--- src/rtl/modulo_varredura_linha.sv ---
// modulo_varredura_linha
//
// Row scanner for a multiplexed display matrix. Rows are lit one at a time
// (active-low drive) for DWELL clk cycles, followed by BLANK cycles with every
// row off, then the next row is selected. A coordinate register captured
// through load/coord_in marks one row; hit reports when that row is driven.
//
// Build option: VARREDURA_PISCA_EN
//   defined   -> a 5-bit frame counter makes the captured row blink: it is
//                lit only in frames where frame counter bit 4 is 1.
//   undefined -> no frame counter; the captured row is lit every frame.
//
// Ports
//   clk         in   system clock, rising edge
//   rst_n       in   asynchronous active-low reset
//   en          in   scan enable; low stops the scan at the next row boundary
//   coord_in    in   [COORD_W] requested row coordinate
//   load        in   one-cycle strobe capturing coord_in
//   row_n       out  [ROWS] one-hot-low row drive (bit i low = row i lit)
//   cur_row     out  [COORD_W] index of the row being scanned
//   hit         out  driven row equals the captured coordinate (DRIVE only)
//   coord_err   out  sticky: last load carried coord_in >= ROWS
//   frame_tick  out  one-cycle pulse when the scan wraps ROWS-1 -> 0
//
// state | meaning
// ------+---------------------------------------------------------------
// IDLE  | all rows off, cur_row = 0, waiting for en
// DRIVE | row cur_row lit for DWELL cycles
// GAP   | all rows off for BLANK cycles, then advance or stop

module modulo_varredura_linha #(
  parameter int ROWS    = 7,
  parameter int COORD_W = 3,
  parameter int DWELL   = 1000,
  parameter int BLANK   = 2
) (
  input  logic               clk,
  input  logic               rst_n,
  input  logic               en,
  input  logic [COORD_W-1:0] coord_in,
  input  logic               load,
  output logic [ROWS-1:0]    row_n,
  output logic [COORD_W-1:0] cur_row,
  output logic               hit,
  output logic               coord_err,
  output logic               frame_tick
);

  localparam int                 MAX_T    = (DWELL > BLANK) ? DWELL : BLANK;
  localparam int                 CNT_W    = $clog2(MAX_T);
  localparam logic [CNT_W-1:0]   DWELL_LD = CNT_W'(DWELL - 1);
  localparam logic [CNT_W-1:0]   BLANK_LD = CNT_W'(BLANK - 1);
  localparam logic [COORD_W-1:0] LAST_ROW = COORD_W'(ROWS - 1);
  // one extra bit so ROWS = 2**COORD_W is still representable
  localparam logic [COORD_W:0]   ROWS_EXT = (COORD_W + 1)'(ROWS);

  typedef enum logic [1:0] {
    IDLE  = 2'd0,
    DRIVE = 2'd1,
    GAP   = 2'd2
  } state_t;

  state_t             state;
  logic [CNT_W-1:0]   cnt;
  logic [COORD_W-1:0] cap;
  logic               gap_done;
  logic               wrap_now;
  logic               row_dark;

  // last GAP cycle: decides between advancing and returning to IDLE
  assign gap_done = (state == GAP) && (cnt == '0);
  assign wrap_now = gap_done && en && (cur_row == LAST_ROW);

  always_ff @(posedge clk or negedge rst_n) begin
    if (!rst_n) begin
      state      <= IDLE;
      cnt        <= '0;
      cur_row    <= '0;
      frame_tick <= 1'b0;
    end else begin
      // only the GAP -> DRIVE(row 0) transition pulses; the first row 0
      // after IDLE comes from the IDLE branch and never ticks
      frame_tick <= wrap_now;
      case (state)
        IDLE: begin
          cur_row <= '0;
          cnt     <= '0;
          if (en) begin
            state <= DRIVE;
            cnt   <= DWELL_LD;
          end
        end
        DRIVE: begin
          if (cnt == '0) begin
            state <= GAP;
            cnt   <= BLANK_LD;
          end else begin
            cnt <= cnt - 1'b1;
          end
        end
        GAP: begin
          if (cnt != '0) begin
            cnt <= cnt - 1'b1;
          end else if (!en) begin
            state   <= IDLE;
            cur_row <= '0;
          end else begin
            state <= DRIVE;
            cnt   <= DWELL_LD;
            if (cur_row == LAST_ROW) cur_row <= '0;
            else                     cur_row <= cur_row + 1'b1;
          end
        end
        default: begin
          state   <= IDLE;
          cnt     <= '0;
          cur_row <= '0;
        end
      endcase
    end
  end

  // coordinate capture is independent of the scan so a load never
  // perturbs row timing
  always_ff @(posedge clk or negedge rst_n) begin
    if (!rst_n) begin
      cap       <= '0;
      coord_err <= 1'b0;
    end else if (load) begin
      if ({1'b0, coord_in} < ROWS_EXT) begin
        cap       <= coord_in;
        coord_err <= 1'b0;
      end else begin
        coord_err <= 1'b1;
      end
    end
  end

`ifdef VARREDURA_PISCA_EN
  logic [4:0] frame_cnt;

  always_ff @(posedge clk or negedge rst_n) begin
    if (!rst_n)        frame_cnt <= '0;
    else if (wrap_now) frame_cnt <= frame_cnt + 1'b1;
  end

  assign row_dark = (cur_row == cap) && !frame_cnt[4];
`else
  assign row_dark = 1'b0;
`endif

  // outputs decode registered state only; reset forces IDLE, which blanks
  // every row asynchronously
  always_comb begin
    row_n = '1;
    if ((state == DRIVE) && !row_dark) begin
      for (int i = 0; i < ROWS; i++) begin
        if (cur_row == COORD_W'(i)) row_n[i] = 1'b0;
      end
    end
  end

  assign hit = (state == DRIVE) && (cur_row == cap);

endmodule

--- config.mk ---
export PLATFORM = sky130hd
export DESIGN_NAME = modulo_varredura_linha
export DESIGN_NICKNAME = d
export VERILOG_FILES = /design/src/rtl/modulo_varredura_linha.sv
export SDC_FILE = /design/constraint.sdc
export NUM_CORES = 1
export LEC_CHECK = 0
export CAP_MARGIN = 5
export CORE_MARGIN = 1
export CORE_UTILIZATION = 45
export CTS_CLUSTER_DIAMETER = 60
export DETAILED_ROUTE_END_ITERATION = 10
export DONT_BUFFER_PORTS = 1
export PLACE_DENSITY_LB_ADDON = 0.15
export SLEW_MARGIN = 20
export SYNTH_ARGS = -nofsm -noshare
export SYNTH_HDL_FRONTEND = slang
export SYNTH_SLANG_ARGS = --single-unit
export TNS_END_PERCENT = 1
--- constraint.sdc ---
create_clock -name clk -period 2.9 [get_ports clk]
set_clock_uncertainty 0.1 [all_clocks]
set_input_delay 0.435 -clock clk [delete_from_list [all_inputs] [get_ports clk]]
set_output_delay 0.435 -clock clk [all_outputs]
set_load 0.01 [all_outputs]
; ---- Word-level counts from Yosys, hierarchy flattened
; Cells that the tools add are included.
[op_classes]
addsub = 2
n_mul = 0
div = 0
order_cmp = 1
n_eq_ne = 13
shift = 0
mux = 23
n_bitwise = 1
reduce_logical = 11
[op_table]
columns = op, n
row1 = 2-to-1 mux 10 bit, 4
row2 = case mux 10 bit (3 select lines), 1
row3 = zero test 10 bit, 1
row4 = nonzero test 10 bit, 1
row5 = "subtractor 10 x 1 -> 10 bit, second input constant", 1
row6 = "equality test 3 bit, second input constant", 3
row7 = 2-to-1 mux 1 bit, 9
row8 = 2-to-1 mux 3 bit, 3
row9 = 2-to-1 mux 7 bit, 1
row10 = "equality test 3 x 2 -> 1 bit, second input constant", 2
row11 = 2-to-1 mux 2 bit, 3
row12 = "!= test 2 bit, second input constant", 3
row13 = case mux 2 bit (3 select lines), 1
row14 = case mux 3 bit (2 select lines), 1
row15 = logical AND 1 bit, 4
row16 = AND reduction 2 bit, 2
row17 = "adder 3 x 1 -> 3 bit, second input constant", 1
row18 = "equality test 3 x 1 -> 1 bit, second input constant", 1
row19 = equality test 3 bit, 1
row20 = zero test 3 bit, 1
row21 = "< comparator 3 bit, second input constant", 1
row22 = "!= test 3 x 2 -> 1 bit, second input constant", 1
row23 = AND reduction 3 bit, 1
row24 = "equality test 2 x 1 -> 1 bit, second input constant", 1
row25 = 3 further kinds, 3
[totals]
register_bits = 20
latchBits = 0
ram_bits = 0
romBits = 0
out_inout_bits = 13
memories = 0

; ---- Depth between registers and ports, before layout
[depth]
depth_word = 5
mapped_depth = 7
depth_no_buf = 6

; ---- Least setup slack after synthesis
; No wires, ideal clock.
[synth_path]
path_type = reg2reg
from = register cnt[0]
to = register cnt[8]
setup_time_ns = 0.118
t_arrival_ns = 1.518
setup_slack_ns = 1.164
stages_incl_launch_ff = 7
n_path_buf = 0
path_cell_list = dfrtp_1 inv_1 ha_1 or3b_1 o21ai_1 o311ai_1 a21o_1
[synth_via]
elab_chain_len = 3
word_cells_on_any_way = 7
cone_classes = 1 x add/sub / 1 x eq/ne / 3 x mux / 2 x reduce/logical
[synth_rtl]
columns = element, line_no
row1 = "start, declared", 64  ; logic [CNT_W-1:0] cnt;
row2 = "start signal, assigned", 98  ; cnt <= cnt - 1'b1;
row3 = "start signal, assigned", 103  ; cnt <= cnt - 1'b1;
row4 = subtractor 10 x 1 -> 10 bit (tied with other cells), "98, 103"
row5 = "2-to-1 mux 10 bit, on equally long branches", "102, 94"
row6 = case mux 10 bit (3 select lines), 84  ; case (state)
; Parallel ways exist; a longest one is shown, timed or not.
; A chain may end at the register's enable or synchronous reset.

; ---- Worst setup path after layout
[layout_path]
from = register state[0]
to = output port row_n[2]
[layout_via]
elab_chain_len = 2
[layout_rtl]
columns = element, line_no
row1 = "start, declared", 63  ; state_t state;
row2 = "start signal, assigned", 76  ; state <= IDLE;
row3 = "start signal, assigned", 89  ; state <= DRIVE;
row4 = "start signal, assigned", 95  ; state <= GAP;
row5 = equality test 2 x 1 -> 1 bit, 156  ; if ((state == DRIVE) && !row_dark) begin
row6 = 2-to-1 mux 7 bit, 156
row7 = "end, declared", 42  ; output logic [ROWS-1:0] row_n,
; Every way passes these cells.

==> impl_metrics.yaml <==
finish:
  syn2layout_area_growth_pct: 2.56
  stdcell_area_um2: 1250
  final_net_count: 139
  fill_cells: 249
  layout-drive-gt1-share: 0.0938
  final_common_cell: "dfrtp_1"
  diodes: 0
  layout_common_cells: "20 x dfrtp_1, 13 x nand2_1, 9 x inv_1, 9 x nor2_1, 8 x a21oi_1"
  regArea_um2: 500
  multiInputGateArea_um2: 633
worst_setup_path:
  critPathRequiredTime_ns: 2.37
  critPathArrivalTime_ns: 1.59
  cp_cell_sequence: "nor2b_1, nand3_1"
  startpoint: "state[0]$_DFFE_PN0P_"
  r2r_slack_ns: 0.91
  path_buf_inv: 0
  path_class: "register to output pin"
  rr_startpoint: "cnt[0]$_DFFE_PN0P_"
  path_depth: 2
  cp-end-kind: "output pin"
  cp-start-kind: "register"
  critPathCapture: "row_n[2]"
  critical-path-top-delay-family: "simple AND/OR/NAND/NOR gates"
  r2r_cells: 6
  max_stage_delay_ns: 0.57
  slowest_stage: "dfrtp_1"
  cp_max_fo: 10
  r2r_end: "cnt[1]$_DFFE_PN0P_"
power:
  power_mw: 1.04
  power.leakage_nw: 0.531
  ir_drop_uv: 405
  power_density_nw_per_um2: 833
floorplanning:
  core_area_um2: 2520
  io_pins: 20
  die_w_um: 54.1
  dieArea_um2: 2920
  rows: 18
  initial_core_util: 0.484
  die_h_um: 54.1
synthesis:
  synthXorXnorAreaFrac: 0.0646
  netlist_area_um2: 1220
  synth_seq_cells: 20
  ys_seq_area_frac: 0.410
  synth_top_area_share: 0.410
  synth_compound_area_frac: 0.162
  synth-edff-count: 0
  synth_warnings: 0
  yosys.area_share.adder: 0.0308
  netlist-cell-type-count: 44
  synth_top_cell_by_area: "dfrtp_1"
  async_reset_ff_frac: 1.00
  avgSynthCellArea_um2: 9.31
  synthTopCellsByArea: "dfrtp_1 41%, xor2_1 5.0%, nand2_1 4.0%"
  synth_top_family_by_area: "simple AND/OR/NAND/NOR gates"
  postSynthCellCount: 131
  ys.flop_type: "dfrtp_1"
  synth_nets: 141
  synth.area.mux_share: 0.0256
  synth-simple-area-share: 0.236
route:
  finalWirelength_mm: 2.41
  drt_iter0_markers: 19
  routed_via_density: 5.71
  vias: 902
  wl_per_cell_um: 15.2
  drc_errors: 0
  ant_nets: 0
  first_pass_iters: 4
sta:
  finalHoldViolations: 0
  rsz0062_at_grt: "no"
  tightest_slew_ns: 0.880
  hold_slack_ns: 0.100
  fmax_mhz: 470
  slew_headroom: 0.412
  setup_tns_ns: 0
  min_period_ns: 2.13
  setup_violations: 0
  drv_slew: 0
  fin_crit_sh: 0.734
cts:
  cts_root_buf: "clkbuf_4"
  clk_latency_ns: 0.30
  cts_setup_buffers: 0
  cts_num_sinks: 20
  htreeDepth: 1
  cts_buffer_depth: 2
  cts_made_buffers: 3
  clkTransAtPathRegs_ns: 0.12
  cts_tree: "yes"
worst_hold_path:
  worstHoldPathType: "input pin to register"
global_routing:
  antenna_found_initial: 0
  grt_pass1_vias: 832
  grt_max_degree: 21
  grt_pass1_wl_mm: 3.80
  grtUsageTotal: 0.183
  grt_overflow: 0
place:
  detailed_place.area_um2: 1200
  hpwl_mm: 1.71
  gp_congestion: 0.773
  io_buffers: 0
job:
  drv_cap: 0
status:
  outcome: "finished clean"
[worst register-to-register path, stage by stage (launching register included)]
cell,delay (ns)
dfrtp_1,0.45
inv_1,0.10
ha_1,0.14
nor2b_1,0.33
nand3_4,0.17
o21ai_1,0.36
o32ai_2,0.19
[cell type report]
class                           count  share of cell area
Inverter                            9              0.0270
Sequential cell                    20               0.400
Multi-Input combinational cell     94               0.506
Timing Repair Buffer                1             0.00800
Clock buffer                        4              0.0290
Tap cell                           30              0.0300
[synthesized netlist by cell type, types with 2 or more instances]
master	count
o211ai_1	2
nor2_1	9
nor2b_1	4
inv_1	9
nor3_1	2
clkbuf_1	4
a21oi_1	8
o21ai_0	2
dfrtp_1	20
nand3_1	7
xor2_1	7
nor4_1	2
a21o_1	2
o22ai_1	2
ha_1	3
nand4_1	2
nand2_1	13
o21ai_1	5
xnor2_1	2
mux2i_1	2
[state kept, by name, summed over array words and instances (netlist names)]
signal / count
frame_tick: 1
cur_row: 3
coord_err: 1
cnt: 10
cap: 3
state: 2
[report_power, final]
part | internal, mW | switching [mW] | total (mW)
registers | 0.368 | 0.141 | 0.509
clock network | 0.0766 | 0.0918 | 0.168
logic | 0.169 | 0.195 | 0.364
[through the flow]
| stage | setup slack [ns] | std cells | util |
|---|---|---|---|
| floorplan | 1.16 | 131 | - |
| global placement | 1.02 | 153 | 0.478 |
| detailed placement | 0.959 | 153 | 0.478 |
| CTS | 0.807 | 158 | 0.496 |
| global route | 0.676 | 158 | 0.496 |
| finish | 0.772 | 158 | 0.496 |
[what timing repair did]
item	CTS	global route
endpoints found under the setup margin	0	0
resized for setup	0	0
hold endpoints to repair	20	0
hold buffers	1	0
[worst min-delay path by stage]
stage | startpoint | endpoint | slack (ns) | depth (start not counted)
floorplan | rst_n | cap[0]$_DFFE_PN0P_ | 0.04 | 0
global placement | rst_n | cnt[8]$_DFFE_PN0P_ | 0.04 | 0
detailed placement | rst_n | cnt[8]$_DFFE_PN0P_ | 0.04 | 0
CTS | load | cap[2]$_DFFE_PN0P_ | 0.1 | 1
global route | load | cap[2]$_DFFE_PN0P_ | 0.09 | 1
finish | load | cap[0]$_DFFE_PN0P_ | 0.10 | 1
[kinds of logic after synthesis]
| kind of cell | Yosys count |
|---|---|
| XOR/XNOR | 9 |
| AO/OA/AOI/OAI | 29 |
| buffers and inverters | 17 |
| flip-flops | 20 |
| adder cells (fa/ha/maj) | 3 |
| multiplexers | 3 |
| AND/OR/NAND/NOR | 50 |
[layer usage]
layer  part of all wire  vias to the layer above  GRT usage
li1                   -                      450          -
met1               0.50                      438      0.247
met2               0.46                       12      0.292
met3              0.026                        2     0.0311
met4             0.0079                        0     0.0641
met5                  0                        -          0
No activity file was read; power rests on OpenSTA's default activity.
